===== src/rtl/gray_counter_if.sv =====
// gray_counter_if: control and Gray-coded count bus for gray_counter
interface gray_counter_if #(
  parameter int WIDTH = 4
);
  logic             en;
  logic             up_dn;
  logic             load;
  logic [WIDTH-1:0] load_val;
  logic [WIDTH-1:0] gray_out;
  logic             wrap;
  modport master (output en, up_dn, load, load_val, input gray_out, wrap);
  modport slave  (input en, up_dn, load, load_val, output gray_out, wrap);
endinterface


===== src/rtl/gray_counter.sv =====
// gray_counter: up/down binary counter with registered Gray-coded output and wrap pulse
module gray_counter #(
  parameter int               WIDTH    = 4,
  parameter bit               SATURATE = 1'b0,
  parameter logic [WIDTH-1:0] RST_VAL  = '0
) (
  input logic          clk,
  input logic          rst,
  gray_counter_if.slave bus
);
  logic [WIDTH-1:0] cnt, next_cnt, stepped;
  logic             edge_hit, next_wrap, move;
  // next count: load beats a step, and a step at the range end either wraps or holds
  always_comb begin
    edge_hit  = bus.up_dn ? &cnt : ~|cnt;
    stepped   = bus.up_dn ? cnt + WIDTH'(1) : cnt - WIDTH'(1);
    move      = bus.en && !(SATURATE && edge_hit);
    next_cnt  = bus.load ? bus.load_val : move ? stepped : cnt;
    next_wrap = !bus.load && bus.en && edge_hit && !SATURATE;
  end
  // count, Gray output and wrap all update together from next_cnt, so gray_out never lags cnt
  always_ff @(posedge clk or posedge rst) begin
    if (rst) begin
      cnt          <= RST_VAL;
      bus.gray_out <= RST_VAL ^ (RST_VAL >> 1);
      bus.wrap     <= 1'b0;
    end else begin
      cnt          <= next_cnt;
      bus.gray_out <= next_cnt ^ (next_cnt >> 1);
      bus.wrap     <= next_wrap;
    end
  end
endmodule

===== src/flat_wrapper.sv =====
// flat-port wrapper written by rule: the top's interface ports become plain ports
module gray_counter_flat 
#(
  parameter int               WIDTH    = 4,
  parameter bit               SATURATE = 1'b0,
  parameter logic [WIDTH-1:0] RST_VAL  = '0
)
  (clk, rst, bus_en, bus_up_dn, bus_load, bus_load_val, bus_gray_out, bus_wrap);
  gray_counter_if #(.WIDTH(WIDTH)) bus_i ();
  input logic clk;
  input logic rst;
  input wire logic [$bits(bus_i.en)-1:0] bus_en;
  input wire logic [$bits(bus_i.up_dn)-1:0] bus_up_dn;
  input wire logic [$bits(bus_i.load)-1:0] bus_load;
  input wire logic [$bits(bus_i.load_val)-1:0] bus_load_val;
  output wire logic [$bits(bus_i.gray_out)-1:0] bus_gray_out;
  output wire logic [$bits(bus_i.wrap)-1:0] bus_wrap;
  assign bus_i.en = bus_en;
  assign bus_i.up_dn = bus_up_dn;
  assign bus_i.load = bus_load;
  assign bus_i.load_val = bus_load_val;
  assign bus_gray_out = bus_i.gray_out;
  assign bus_wrap = bus_i.wrap;
  gray_counter #(.WIDTH(WIDTH), .SATURATE(SATURATE), .RST_VAL(RST_VAL)) u_core (.clk(clk), .rst(rst), .bus(bus_i));
endmodule

===== config.mk =====
export PLATFORM = sky130hd
export DESIGN_NAME = gray_counter_flat
export DESIGN_NICKNAME = d
export VERILOG_FILES = /design/src/rtl/gray_counter_if.sv /design/src/rtl/gray_counter.sv /design/src/flat_wrapper.sv
export SDC_FILE = /design/constraint.sdc
export NUM_CORES = 1
export LEC_CHECK = 0
export CAP_MARGIN = 20
export CORE_AREA = 2 2 39 41
export CTS_CLUSTER_SIZE = 40
export DETAILED_ROUTE_END_ITERATION = 7
export DIE_AREA = 0 0 41 43
export HOLD_SLACK_MARGIN = 0.12
export PLACE_DENSITY_LB_ADDON = 0.12
export SYNTH_ARGS = -nofsm -noshare
export SYNTH_HDL_FRONTEND = slang
export SYNTH_SLANG_ARGS = --single-unit

===== constraint.sdc =====
create_clock -name clk -period 2 [get_ports clk]
set_input_delay 0.3 -clock clk [delete_from_list [all_inputs] [get_ports clk]]
set_output_delay 0.3 -clock clk [all_outputs]
set_load 0.1 [all_outputs]

After elaboration in Yosys (flattened, before gate mapping)

Index checks and enable logic that the tools add are counted.

Register bits: 9
Output and inout port bits: 5
Logic and storage cells: 16

Add/sub/neg operators: 2
Mux-type cells: 4
Bitwise logic cells: 1
Reduce and logical (&&, ||, !) cells: 6

Operators by type and width:

| cell                  | number |
|---|---|
| $mux W4               | 3 |
| $add A4 B1 Y4 const B | 1 |
| $reduce_and A4 Y1     | 1 |
| $reduce_or A4 Y1      | 1 |
| $sub A4 B1 Y4 const B | 1 |
| $xor A4 B3 Y4         | 1 |
| $logic_and A1 B1 Y1   | 2 |
| $logic_not A1 Y1      | 2 |
| $mux W1               | 1 |

Longest topological paths before layout

Word-level depth: 5
Mapped depth: 6

Worst setup path before layout

Ideal clock, no wire load.

Path kind: in2reg
From: input port bus_up_dn
To: register u_core.bus.gray_out[2]
Arrival time: 1459 ps
Required time: 1868 ps
Path slack: 409 ps
Stages on the path: 6
Buffers on the path: 0
Cell sequence: inv_1 ha_1 a21oi_1 a211oi_1 or3_4 xor2_1

Word-level cells in the longest chain between the ends: 4

RTL lines:

| element                | RTL line              | text |
|---|---|---|
| start: declaration     | flat_wrapper.sv:13    | `input wire logic [$bits(bus_i.up_dn)-1:0] bus_up_dn;` |
| $mux W4                | gray_counter.sv:16    | `stepped = bus.up_dn ? cnt + WIDTH'(1) : cnt - WIDTH'(1);` |
| $mux W4 (2 in series)  | gray_counter.sv:18    | `next_cnt = bus.load ? bus.load_val : move ? stepped : cnt;` |
| net u_core.next_cnt[3] | gray_counter.sv:11    | `logic [WIDTH-1:0] cnt, next_cnt, stepped;` |
| $xor A4 B3 Y4          | gray_counter.sv:29    | `bus.gray_out <= next_cnt ^ (next_cnt >> 1);` |
| end signal: assignment | gray_counter.sv:25    | `bus.gray_out <= RST_VAL ^ (RST_VAL >> 1);` |
| end signal: assignment | gray_counter.sv:29    |  |
| end: declaration       | gray_counter_if.sv:12 | `modport slave (input en, up_dn, load, load_val, output gray_out, wrap);` |

The timed path passes the listed nets, and every way through them passes these cells.

Worst setup path after layout

Ends and elaborated chain as after synthesis.

==> impl_results.html <==
<table>
<tr><th>Metric</th><th>Value</th></tr>
<tr><th colspan="2">Yosys</th></tr>
<tr><td>Asr flop ratio synth</td><td>100%</td></tr>
<tr><td>Synth Cell Area</td><td>about 460 um^2</td></tr>
<tr><td>Number of synthesized register bits</td><td>8</td></tr>
<tr><td>Avg Synthesized Cell Area</td><td>10.6 um^2</td></tr>
<tr><td>Sequential cell area fraction in the yosys report</td><td>43.8%</td></tr>
<tr><td>Most used DFF post-synth</td><td>sky130_fd_sc_hd__dfrtp_1</td></tr>
<tr><td>Synth Instances</td><td>43</td></tr>
<tr><td>Syn Nets</td><td>55</td></tr>
<tr><td>Post-synth EDFFs</td><td>0</td></tr>
<tr><td>Number of distinct standard cells referenced by the synthesized netlist</td><td>22</td></tr>
<tr><td>Warnings, synthesis</td><td>0</td></tr>
<tr><th colspan="2">STA</th></tr>
<tr><td>Max transition margin</td><td>80.5%</td></tr>
<tr><td>Slew at the pin with the worst max-slew slack</td><td>290 ps</td></tr>
<tr><td>Final Cycle Share</td><td>94.5%</td></tr>
<tr><td>RSZ-0062 raised after global routing</td><td>no</td></tr>
<tr><td>Minimum clock period after layout</td><td>1890 ps</td></tr>
<tr><td>Clock tree skew after final layout</td><td>1.60 ps</td></tr>
<tr><td>Max-slew violation count</td><td>0</td></tr>
<tr><td>Final setup violation count</td><td>0</td></tr>
<tr><td>Achievable Freq</td><td>0.529 GHz</td></tr>
<tr><td>Number of hold violations in the final report</td><td>0</td></tr>
<tr><th colspan="2">Route</th></tr>
<tr><td>First-pass DRT Iterations</td><td>4</td></tr>
<tr><td>Routed WL</td><td>roughly 810 um</td></tr>
<tr><td>Number of vias in the routed layout</td><td>359</td></tr>
<tr><td>DRC errors left</td><td>0</td></tr>
<tr><td>Routed vias/inst</td><td>between 4 and 5</td></tr>
<tr><td>First-iteration detailed-routing DRC count</td><td>4</td></tr>
<tr><td>WL per Instance</td><td>10.2 um</td></tr>
<tr><td>Number of nets still failing antenna checks after routing</td><td>0</td></tr>
<tr><th colspan="2">Power</th></tr>
<tr><td>Net switching power of the design</td><td>0.307 mW</td></tr>
<tr><td>Combinational Power Share</td><td>between 50% and 60%</td></tr>
<tr><td>Net switching share of the total power</td><td>45.3%</td></tr>
<tr><td>Clock Power Share</td><td>16.9%</td></tr>
<tr><td>Peak supply drop</td><td>around 0.55 mV</td></tr>
<tr><td>Internal Dissipation</td><td>~0.37 mW</td></tr>
<tr><td>Areal power density over the cells</td><td>1050 mW/mm^2</td></tr>
<tr><td>Register share of total power</td><td>about a third</td></tr>
<tr><td>P_leak</td><td>0.309 nW</td></tr>
<tr><th colspan="2">Clock tree</th></tr>
<tr><td>Total clock buffers created by CTS</td><td>3</td></tr>
<tr><td>Clock sink total</td><td>8</td></tr>
<tr><td>Clk buf depth</td><td>2</td></tr>
<tr><td>CTS root buf</td><td>sky130_fd_sc_hd__clkbuf_4</td></tr>
<tr><td>CTS tree</td><td>done</td></tr>
<tr><td>Worst-path clk slew</td><td>50 ps</td></tr>
<tr><td>CTS resizes</td><td>0</td></tr>
<tr><td>Post-CTS setup buffer count</td><td>0</td></tr>
<tr><td>H-tree Lvls</td><td>1</td></tr>
<tr><td>CTS hold repair buffers</td><td>0</td></tr>
<tr><td>Clk Latency, worst-skew pair</td><td>240 ps</td></tr>
<tr><th colspan="2">Setup path</th></tr>
<tr><td>Nature of the critical path endpoint</td><td>register</td></tr>
<tr><td>Minimum setup slack among reg-to-reg paths</td><td>around 350 ps</td></tr>
<tr><td>Crit path DAT</td><td>between 2000 and 2500 ps</td></tr>
<tr><td>CP cell instances</td><td>clkdlybuf4s50_1 &gt; inv_1 &gt; ha_1 &gt; a21oi_1 &gt; a211oi_1 &gt; or3_4 &gt; xor2_1</td></tr>
<tr><td>Crit path max-delay cell type</td><td>sky130_fd_sc_hd__clkdlybuf4s50_1</td></tr>
<tr><td>Worst R2R Path Depth</td><td>5</td></tr>
<tr><td>Worst Setup Path Type</td><td>in2reg</td></tr>
<tr><td>Slowest Stage Delay on Critical Path</td><td>480 ps</td></tr>
<tr><td>Critical path startpoint category</td><td>input port</td></tr>
<tr><td>Reg2Reg Capture Point</td><td>u_core.bus.gray_out[2]</td></tr>
<tr><td>Worst-path maximum fanout</td><td>3</td></tr>
<tr><td>Source of the worst register-to-register timing path</td><td>u_core.cnt[2]</td></tr>
<tr><td>Required time reported for the critical path endpoint</td><td>2130 ps</td></tr>
<tr><th colspan="2">Global route</th></tr>
<tr><td>Maximum number of pins on one net before global-route repair</td><td>9</td></tr>
<tr><td>Initial antenna violation count</td><td>0</td></tr>
<tr><td>Total track usage</td><td>11.4%</td></tr>
<tr><td>Vias in the first global route</td><td>332</td></tr>
<tr><td>Global-route wire length before repair</td><td>~1300 um</td></tr>
<tr><td>Global route total overflow</td><td>0</td></tr>
<tr><th colspan="2">Worst hold path</th></tr>
<tr><td>Hold crit path type</td><td>in2async</td></tr>
<tr><th colspan="2">Finish</th></tr>
<tr><td>Diode insertion count for antenna repair</td><td>0</td></tr>
<tr><td>Commonest cells after routing, fill and taps aside</td><td>sky130_fd_sc_hd__buf_4 (11), sky130_fd_sc_hd__clkdlybuf4s50_1 (8), sky130_fd_sc_hd__dfrtp_1 (8)</td></tr>
<tr><td>Synthesis-to-layout area growth</td><td>41.6%</td></tr>
<tr><td>Final cell count without fillers</td><td>79</td></tr>
<tr><td>Utilization of the core after routing</td><td>a little under half</td></tr>
<tr><td>Fraction of layout instances using a drive strength above 1</td><td>23.8%</td></tr>
<tr><td>Most common cell after layout, fill and taps aside</td><td>sky130_fd_sc_hd__buf_4</td></tr>
<tr><td># fillers</td><td>148</td></tr>
<tr><td>Layout net count</td><td>77</td></tr>
<tr><th colspan="2">Placement</th></tr>
<tr><td>Count of buffers from port buffering</td><td>13</td></tr>
<tr><td>Final RePlAce weighted congestion</td><td>0.707</td></tr>
<tr><td>Dpl hpwl</td><td>677 um</td></tr>
<tr><td>Post-Place Cells</td><td>76</td></tr>
<tr><th colspan="2">Floorplanning</th></tr>
<tr><td>DIE HEIGHT</td><td>43 um</td></tr>
<tr><td>Horiz. Die Dim</td><td>41 um</td></tr>
<tr><td>Num rows</td><td>14</td></tr>
<tr><td>Number of top-level design ports</td><td>14</td></tr>
<tr><td>Die area</td><td>0.00176 mm^2</td></tr>
<tr><td>Placeable core region</td><td>0.00138 mm^2</td></tr>
<tr><td>Initial standard-cell utilization of the core</td><td>between 30% and 40%</td></tr>
<tr><th colspan="2">Run</th></tr>
<tr><td>Maximum Capacitance Violations</td><td>0</td></tr>
<tr><th colspan="2">Status</th></tr>
<tr><td>Outcome</td><td>complete, no violations</td></tr>
</table>
==> area by class of cell <==
cell class	count	area [um^2]	area share [%]
Clock buffer	3	22.5	3.48
Inverter	3	11.3	1.74
Multi-Input combinational cell	30	230	35.6
Sequential cell	8	200	30.9
Tap cell	16	20.0	3.09
Timing Repair Buffer	19	163	25.1
==> logic make-up (layout without fill, tap and decap cells) <==
| family | count (synthesis) | count (layout) | synth area share, % |
|---|---|---|---|
| and+or+nand+nor | 12 | 12 | 15.3 |
| DFF | 8 | 8 | 43.8 |
| AOI/OAI and AO/OA | 7 | 7 | 9.31 |
| xor gates and xnor gates | 6 | 6 | 11.5 |
| buffers and inverters | 5 | 25 | 5.75 |
| adders and majority gates | 3 | 3 | 9.86 |
| muxes | 2 | 2 | 4.38 |
==> through the flow <==
stage / instance area (um^2) / setup WS (ps) / hold WS (ps) / total power [mW] / TNS, ps
after floorplan: 457 / 409 / 116 / 0.476 / 0
after global placement: 624 / -133 / 558 / 0.569 / -258
after detailed placement: 624 / -158 / 554 / 0.567 / -297
after CTS: 647 / 104 / 286 / 0.688 / 0
after global routing: 647 / 18.1 / 306 / 0.720 / 0
final: 647 / 111 / 286 / 0.677 / 0
==> power by group through the flow <==
| stage | Sequential (mW) | Clock [mW] | Combinational (mW) |
|---|---|---|---|
| floorplan | 0.360 | 0 | 0.116 |
| global placement | 0.220 | 0 | 0.349 |
| detailed placement | 0.219 | 0 | 0.348 |
| CTS | 0.217 | 0.121 | 0.350 |
| global route | 0.220 | 0.135 | 0.365 |
| finish | 0.217 | 0.114 | 0.346 |
==> Yosys cell counts, types with 2 or more instances <==
cell type                 count  area (um^2)
sky130_fd_sc_hd__xor2_1       2         17.5
sky130_fd_sc_hd__mux2i_1      2         20.0
sky130_fd_sc_hd__dfrtp_1      8          200
sky130_fd_sc_hd__inv_1        3         11.3
sky130_fd_sc_hd__xnor2_1      4         35.0
sky130_fd_sc_hd__nand2_1      2         7.51
sky130_fd_sc_hd__ha_1         2         25.0
sky130_fd_sc_hd__nor2_1       4         15.0
sky130_fd_sc_hd__buf_4        2         15.0
sky130_fd_sc_hd__a21oi_1      2         10.0
==> critical path, delay by kind of cell <==
kind	cells	cell delay (ps)
buf+inv	2	570
simple gates	1	400
fa+ha+maj	1	330
compound gates	2	280
xor+xnor	1	150
==> routing by layer <==
metal / wire length, um / track usage (%) / share of wire, %
met3: 66 / 7.85 / 8.2
met1: 337 / 14.4 / 42
met4: 0 / 2.00 / 0
met2: 403 / 15.9 / 50
met5: 0 / 0 / 0
==> worst max path at each step <==
stage	slack [ps]	end	from	cells after the start
after floorplan	410	u_core.bus.gray_out[2]	bus_up_dn	6
after global placement	-130	u_core.bus.gray_out[2]	bus_up_dn	9
after detailed placement	-160	u_core.bus.gray_out[2]	bus_up_dn	9
after CTS	100	u_core.bus.gray_out[2]	bus_up_dn	9
after global routing	20	u_core.bus.gray_out[2]	bus_up_dn	9
final	110	u_core.bus.gray_out[2]	bus_up_dn	7
==> registers in the layout (all words and copies together) (netlist names) <==
name / cells
u_core.cnt: 3
u_core.bus.wrap: 1
u_core.bus.gray_out: 4
No activity file was read; power rests on OpenSTA's default activity.
